**src/rtl/multdiv_pkg.sv**
```systemverilog
// Shared types and constants for the iterative signed multiply/divide unit.
package multdiv_pkg;

   localparam int DEF_WIDTH = 32;
   localparam int DEF_CNT_W = 6;

   localparam logic [DEF_WIDTH-1:0] MOST_NEG = {1'b1, {(DEF_WIDTH-1){1'b0}}};

   typedef enum logic [1:0] {IDLE, RUN, DONE} state_t;
   typedef enum logic {OP_MULT, OP_DIV} op_t;

endpackage

```
**src/rtl/multdiv_if.sv**
```systemverilog
// Operand/start/result bundle between the execute stage and multdiv_ctrl.
interface multdiv_if #(
   parameter int WIDTH = 32
);

   logic [WIDTH-1:0] data_operandA;
   logic [WIDTH-1:0] data_operandB;
   logic             ctrl_MULT;
   logic             ctrl_DIV;
   logic [WIDTH-1:0] data_result;
   logic             data_exception;
   logic             data_resultRDY;

   modport master (
      output data_operandA, data_operandB, ctrl_MULT, ctrl_DIV,
      input  data_result, data_exception, data_resultRDY
   );

   modport slave (
      input  data_operandA, data_operandB, ctrl_MULT, ctrl_DIV,
      output data_result, data_exception, data_resultRDY
   );

endinterface

```
**src/rtl/multdiv_step.sv**
```systemverilog
// One combinational iteration: shift-add for multiply, restoring
// shift-subtract for divide, sharing a single WIDTH-bit adder path.
module multdiv_step
   import multdiv_pkg::*;
#(
   parameter int WIDTH = DEF_WIDTH
) (
   input  op_t                op,
   input  logic [2*WIDTH-1:0] acc,
   input  logic [WIDTH-1:0]   mag,
   input  logic               bit_in,
   output logic [2*WIDTH-1:0] acc_next,
   output logic               q_bit
);

   logic [WIDTH:0]   sum;
   logic [WIDTH:0]   rem_sh;
   logic [WIDTH+1:0] diff;

   always_comb begin
      sum      = {1'b0, acc[2*WIDTH-1:WIDTH]} + (bit_in ? {1'b0, mag} : '0);
      rem_sh   = {acc[2*WIDTH-1:WIDTH], bit_in};
      diff     = {1'b0, rem_sh} - {2'b00, mag};
      q_bit    = 1'b0;
      acc_next = acc;
      if (op == OP_MULT) begin
         // Carry out of the add becomes the new MSB as the pair shifts right.
         acc_next = {sum, acc[WIDTH-1:1]};
      end else begin
         q_bit    = ~diff[WIDTH+1];
         acc_next = {(q_bit ? diff[WIDTH-1:0] : rem_sh[WIDTH-1:0]),
                     acc[WIDTH-2:0], q_bit};
      end
   end

endmodule

```
**src/rtl/multdiv_ctrl.sv**
```systemverilog
// Iterative signed multiply/divide controller: FSM, counter, sign fix-up, exceptions.
// Optional build macro MULTDIV_EARLY_TERM_EN stops multiply once no multiplier bits remain.
module multdiv_ctrl
   import multdiv_pkg::*;
#(
   parameter int WIDTH = DEF_WIDTH,
   parameter int CNT_W = DEF_CNT_W
) (
   input logic      clock,
   input logic      reset,
   multdiv_if.slave bus
);

   localparam logic [WIDTH-1:0] MIN_VAL  = {1'b1, {(WIDTH-1){1'b0}}};
   localparam logic [CNT_W-1:0] LAST_CNT = CNT_W'(WIDTH-1);

   function automatic logic [WIDTH-1:0] mag_of(input logic [WIDTH-1:0] x);
      return x[WIDTH-1] ? -x : x;
   endfunction

   state_t                    state, state_nxt;
   op_t                       op;
   logic [CNT_W-1:0]          cnt;
   logic [2*WIDTH-1:0]        acc, acc_step;
   logic [WIDTH-1:0]          mag;
   logic                      sign, div_ovf;
   logic                      start, div_zero, last_iter, early, q_bit;
   logic [WIDTH-1:0]          mag_a, mag_b;
   logic [2*WIDTH-1:0]        prod_mag;
   logic signed [2*WIDTH-1:0] prod_sgn;
   logic [WIDTH-1:0]          quo_sgn;
   logic [WIDTH-1:0]          fin_result;
   logic                      fin_exc;
   logic [WIDTH-1:0]          result_r;
   logic                      exc_r;
`ifdef MULTDIV_EARLY_TERM_EN
   logic [WIDTH-2:0]          mq_rest;
`endif

   assign start    = bus.ctrl_MULT | bus.ctrl_DIV;
   assign div_zero = bus.ctrl_DIV & ~bus.ctrl_MULT & (bus.data_operandB == '0);
   assign mag_a    = mag_of(bus.data_operandA);
   assign mag_b    = mag_of(bus.data_operandB);

`ifdef MULTDIV_EARLY_TERM_EN
   assign early = (op == OP_MULT) && (mq_rest == '0);
`else
   assign early = 1'b0;
`endif
   assign last_iter = (cnt == LAST_CNT) | early;

   multdiv_step #(.WIDTH(WIDTH)) u_step (
      .op       (op),
      .acc      (acc),
      .mag      (mag),
      .bit_in   ((op == OP_MULT) ? acc[0] : acc[WIDTH-1]),
      .acc_next (acc_step),
      .q_bit    (q_bit)
   );

   // Final-iteration result: realign an early-terminated product, then apply sign.
   always_comb begin
      prod_mag = acc_step;
`ifdef MULTDIV_EARLY_TERM_EN
      prod_mag = acc_step >> (LAST_CNT - cnt);
`endif
      prod_sgn = sign ? -prod_mag : prod_mag;
      quo_sgn  = sign ? -acc_step[WIDTH-1:0] : acc_step[WIDTH-1:0];
      if (op == OP_MULT) begin
         fin_result = prod_sgn[WIDTH-1:0];
         fin_exc    = prod_sgn[2*WIDTH-1:WIDTH] != {WIDTH{prod_sgn[WIDTH-1]}};
      end else begin
         fin_result = quo_sgn;
         fin_exc    = div_ovf;
      end
   end

   always_comb begin
      state_nxt = state;
      case (state)
         IDLE:    state_nxt = IDLE;
         RUN:     if (last_iter) state_nxt = DONE;
         DONE:    state_nxt = IDLE;
         default: state_nxt = IDLE;
      endcase
      // A start pulse overrides whatever is in flight.
      if (start) state_nxt = div_zero ? DONE : RUN;
   end

   always_ff @(posedge clock) begin
      if (reset) begin
         state    <= IDLE;
         op       <= OP_MULT;
         cnt      <= '0;
         acc      <= '0;
         mag      <= '0;
         sign     <= 1'b0;
         div_ovf  <= 1'b0;
         result_r <= '0;
         exc_r    <= 1'b0;
`ifdef MULTDIV_EARLY_TERM_EN
         mq_rest  <= '0;
`endif
      end else begin
         state <= state_nxt;
         if (start) begin
            op      <= bus.ctrl_MULT ? OP_MULT : OP_DIV;
            cnt     <= '0;
            sign    <= bus.data_operandA[WIDTH-1] ^ bus.data_operandB[WIDTH-1];
            div_ovf <= (bus.data_operandA == MIN_VAL) && (bus.data_operandB == '1);
            mag     <= bus.ctrl_MULT ? mag_a : mag_b;
            acc     <= {{WIDTH{1'b0}}, (bus.ctrl_MULT ? mag_b : mag_a)};
`ifdef MULTDIV_EARLY_TERM_EN
            mq_rest <= mag_b[WIDTH-1:1];
`endif
            if (div_zero) begin
               result_r <= '0;
               exc_r    <= 1'b1;
            end
         end else if (state == RUN) begin
            acc <= acc_step;
            cnt <= cnt + 1'b1;
`ifdef MULTDIV_EARLY_TERM_EN
            mq_rest <= mq_rest >> 1;
`endif
            if (last_iter) begin
               result_r <= fin_result;
               exc_r    <= fin_exc;
            end
         end
      end
   end

   assign bus.data_result    = result_r;
   assign bus.data_exception = exc_r;
   assign bus.data_resultRDY = (state == DONE);

endmodule

```
**src/flat_wrapper.sv**
```systemverilog
// flat-port wrapper written by rule: the top's interface ports become plain ports
module multdiv_ctrl_flat import multdiv_pkg::*;
#(
   parameter int WIDTH = DEF_WIDTH,
   parameter int CNT_W = DEF_CNT_W
)
  (clock, reset, bus_data_operandA, bus_data_operandB, bus_ctrl_MULT, bus_ctrl_DIV, bus_data_result, bus_data_exception, bus_data_resultRDY);
  multdiv_if #(.WIDTH(WIDTH)) bus_i ();
  input logic clock;
  input logic reset;
  input wire logic [$bits(bus_i.data_operandA)-1:0] bus_data_operandA;
  input wire logic [$bits(bus_i.data_operandB)-1:0] bus_data_operandB;
  input wire logic [$bits(bus_i.ctrl_MULT)-1:0] bus_ctrl_MULT;
  input wire logic [$bits(bus_i.ctrl_DIV)-1:0] bus_ctrl_DIV;
  output wire logic [$bits(bus_i.data_result)-1:0] bus_data_result;
  output wire logic [$bits(bus_i.data_exception)-1:0] bus_data_exception;
  output wire logic [$bits(bus_i.data_resultRDY)-1:0] bus_data_resultRDY;
  assign bus_i.data_operandA = bus_data_operandA;
  assign bus_i.data_operandB = bus_data_operandB;
  assign bus_i.ctrl_MULT = bus_ctrl_MULT;
  assign bus_i.ctrl_DIV = bus_ctrl_DIV;
  assign bus_data_result = bus_i.data_result;
  assign bus_data_exception = bus_i.data_exception;
  assign bus_data_resultRDY = bus_i.data_resultRDY;
  multdiv_ctrl #(.WIDTH(WIDTH), .CNT_W(CNT_W)) u_core (.clock(clock), .reset(reset), .bus(bus_i));
endmodule
```
**config.mk**
```make
export PLATFORM = sky130hd
export DESIGN_NAME = multdiv_ctrl_flat
export DESIGN_NICKNAME = d
export VERILOG_FILES = /design/src/rtl/multdiv_pkg.sv /design/src/rtl/multdiv_if.sv /design/src/rtl/multdiv_step.sv /design/src/rtl/multdiv_ctrl.sv /design/src/flat_wrapper.sv
export SDC_FILE = /design/constraint.sdc
export NUM_CORES = 1
export LEC_CHECK = 0
export BUFFER_PORTS_ARGS = -buffer_cell sky130_fd_sc_hd__buf_2
export CORE_AREA = 10 10 196 198
export CTS_CLUSTER_SIZE = 30
export DETAILED_ROUTE_END_ITERATION = 12
export DIE_AREA = 0 0 206 208
export GPL_ROUTABILITY_DRIVEN = 0
export HOLD_SLACK_MARGIN = 0.05
export MAX_ROUTING_LAYER = met4
export PLACE_DENSITY_LB_ADDON = 0.1
export SETUP_SLACK_MARGIN = 0.5
export SLEW_MARGIN = 30
export SYNTH_ARGS = -nofsm -noshare
export SYNTH_HDL_FRONTEND = slang
export SYNTH_SLANG_ARGS = --single-unit
```
**constraint.sdc**
```tcl
create_clock -name clock -period 7.1 [get_ports clock]
set_clock_uncertainty 0.05 [all_clocks]
set_input_delay 1.42 -clock clock [delete_from_list [all_inputs] [get_ports clock]]
set_output_delay 1.42 -clock clock [all_outputs]
set_load 0.02 [all_outputs]
```
==> impl_metrics.toml <==
[worst_setup_path]
reg2reg_depth = 15
slowest_delay_ps = 820
critPathRequiredTime_ps = 7370
cp_num_cells = 15
critPathBufInv = 1
crit_family = "simple AND/OR/NAND/NOR gates"
reg2reg_from = "u_core.mag[21]"
crit_path_cell_trace = "inv_1 -> ha_1 -> nand4_1 -> nor4_4 -> a21oi_2 -> o211ai_1 -> nand4_2 -> or4_4 -> or4_4 -> or3_4 -> and2_4 -> xor2_1 -> a2111o_1 -> a2111oi_2 -> a21oi_1"
crit_path_end = "u_core.bus.data_exception"
path_class = "reg2reg"
crit_fanout = 11
cp.arrival_ps = 6640
crit_slowest_cell = "nor4_4"
worstSetupEndpointType = "flop"
rr_endpoint = "u_core.bus.data_exception"
startpoint_type = "flop"
crit_path_start = "u_core.mag[21]"
crit_top_cell = "or4_4"
r2r_slack_ps = 730

[synth]
yosysSeqAreaShare_pct = 20.6
postSynthCellCount = 1886
synth_top_area_share_pct = 20.6
ys_ff_latch = 140
synth_area_leader_cell = "dfxtp_1"
syn_avg_cell_area_um2 = 7.22
synth_area_um2 = 13600
synthFlopType = "dfxtp_1"
synthTopCellsByArea = "dfxtp_1 (21%), nor2_1 (8.0%), xor2_1 (6.9%)"
syn_nets = 2026
synth_cell_types = 84
yosys_warnings = 0
synth_edf_count = 0
synth-async-reset-ratio_pct = 0

[routing]
via_per_inst = 6.06
wirelength_um = 54800
drt_pass1_iterations = 6
drc = 0
drt_iter0_markers = 1239
ant_nets = 0
avgRoutedWirePerCell_um = 22.9
vias = 14500

[timing]
tns_ps = 0
drv_slew = 0
final.min_clock_period_ps = 6370
fin_crit_sh_pct = 89.7
slew_headroom_pct = 33.3
hold_violations = 0
tightest_slew_ps = 996
fmaxAchievable_ghz = 0.157
rsz0062_at_grt = "false"
setup_viol = 0

[floorplanning]
io_pins = 102
die-height_um = 208
std_cell_rows = 68
dieArea_um2 = 42800
start_util_pct = 39.6
core_area_um2 = 34400
dieWidth_um = 206

[cells_and_area]
nets = 2066
diodes = 0
fillers = 3569
post-route-util_pct = 44.2
drive_above_1_share_pct = 11.7
area_delta_synth_final_pct = 11.6

[cts]
clockBufferDepth = 2
cts.sinks = 140
cts_hold_buf = 0
cts_tree = "yes"
cts_max_level = 4
clkTransAtPathRegs_ps = 80
cts_buffers = 17
root_buffer = "clkbuf_16"
clock_latency_ps = 450

[pwr]
ir_drop_mv = 0.134
fin_total_pwr_mw = 2.68
power.leakage_nw = 5.99
powerDensity_nw_per_um2 = 177

[global_route]
grt_start_max_net_pins = 72
antenna_found_initial = 0
overflow = 0
grt_pass1_wl_um = 82800
grt_pass1_vias = 13700
grt_usage_pct = 25.4

[min_path]
hp-class = "reg2reg"
worst_hold_startpoint = "u_core.cnt[1]"

[run]
cap_viol_max_count = 0

[placed_design]
dpl.hpwl_um = 42100
port_buffers = 101

[run_status]
status = "finished clean"
==> worst min-delay path by stage <==
| stage | endpoint | slack, ps | cells past startpoint |
|---|---|---|---|
| finish | u_core.cnt[1] | 430 | 2 |
| global route | u_core.cnt[1] | 470 | 2 |
| CTS | u_core.cnt[1] | 430 | 2 |
| detailed placement | u_core.cnt[1] | 420 | 2 |
| global placement | u_core.bus.data_result[0] | 410 | 2 |
| floorplan | u_core.cnt[1] | 400 | 2 |
==> kinds of logic after synthesis <==
kind of cell / share of synthesized area (%)
buffers and inverters: 5.07
AO/OA/AOI/OAI: 29.1
XOR/XNOR: 11.0
AND/OR/NAND/NOR: 22.8
flip-flops: 20.6
adder cells (fa/ha/maj): 6.73
multiplexers: 4.67
==> layer usage <==
| layer | GRT usage [%] | routed length, um |
|---|---|---|
| met3 | 2.50 | 2500 |
| met4 | 12.1 | 2590 |
| met5 | - | 0 |
| met2 | 40.0 | 25700 |
| met1 | 32.0 | 24000 |
==> Yosys cell counts (4+ instances only) <==
cell type	n
o41ai_1	18
o21ai_1	11
a21boi_0	12
a2111oi_0	18
nor3_1	47
mux2i_1	41
o21a_1	6
nor3b_1	9
ha_1	70
and2_1	7
inv_1	68
a211oi_1	84
a22oi_1	49
xnor2_1	64
xor2_1	107
o22ai_1	7
dfxtp_1	140
mux2_2	20
o21bai_1	9
or4_1	12
o311ai_0	4
o211ai_1	20
buf_1	17
a311oi_1	4
a31oi_1	17
nand3_1	30
nand2_1	173
nand4b_1	5
nor4_1	11
a21oi_1	119
a211o_1	4
or3_1	21
or2_2	10
buf_2	11
nor2_1	290
and3_1	6
a21o_1	21
o21ai_0	101
nand2b_1	12
nand4_1	29
clkbuf_1	81
nor2b_1	8
o31ai_1	32
==> flip-flops by register name, summed over array words and instances, names as in the netlist, 2 cells and up <==
name	flops
u_core.state	2
u_core.acc	64
u_core.cnt	6
u_core.bus.data_result	32
u_core.mag	32
==> stage by stage <==
| stage | hold WS [ps] | area (um^2) | instances | setup WS [ps] |
|---|---|---|---|---|
| 6_report | 430 | 15200 | 2394 | 732 |
| 5_1_grt | 468 | 15200 | 2394 | 512 |
| 4_1_cts | 433 | 15200 | 2394 | 604 |
| 3_5_place_dp | 424 | 14500 | 2361 | 517 |
| 3_3_place_gp | 414 | 14500 | 2361 | 507 |
| 2_1_floorplan | 404 | 13700 | 1886 | 504 |
==> timing repair <==
action,CTS,global route
resized for setup,0,9
setup endpoints to repair,1,1
setup buffers,1,0
cloned,0,0
pin swaps,1,1
==> cell type report <==
| cell class | count | area, um^2 | area share, % |
|---|---|---|---|
| well taps | 455 | 569 | 3.75 |
| multi-input cells | 1568 | 10200 | 67.1 |
| clock buffers | 17 | 425 | 2.80 |
| clock inverters | 15 | 194 | 1.28 |
| inverters | 68 | 255 | 1.68 |
| flip-flops and latches | 140 | 2810 | 18.5 |
| repair buffers | 131 | 742 | 4.88 |
==> worst reg2reg max path, stage by stage (launching register included) <==
cell	delay, ps
dfxtp_1	340
inv_1	140
ha_1	540
nand4_1	400
nor4_4	820
a21oi_2	150
o211ai_1	580
nand4_2	370
or4_4	680
or4_4	630
or3_4	380
and2_4	170
xor2_1	140
a2111o_1	420
a2111oi_2	330
a21oi_1	100
==> power breakdown <==
group	switching, mW	internal [mW]	total (mW)
clock	0.443	0.540	0.983
sequential	0.0391	0.822	0.861
combinational	0.558	0.281	0.839
total	1.04	1.64	2.68
==> cells in the final DEF (no fill, tap or decap), types with 18 or more instances in the layout <==
cell / n
buf_2: 98
mux2_2: 20
or3_1: 21
xor2_1: 107
nand2_1: 173
inv_1: 68
o31ai_1: 32
mux2i_1: 41
nor3_1: 46
o21ai_0: 100
buf_4: 32
o211ai_1: 20
xnor2_1: 64
ha_1: 69
a22oi_1: 49
nand3_1: 30
a21oi_1: 117
nand4_1: 29
a2111oi_0: 18
a211oi_1: 84
nor2_1: 289
a21o_1: 21
dfxtp_1: 138
Power figures use the tool's default switching activity.
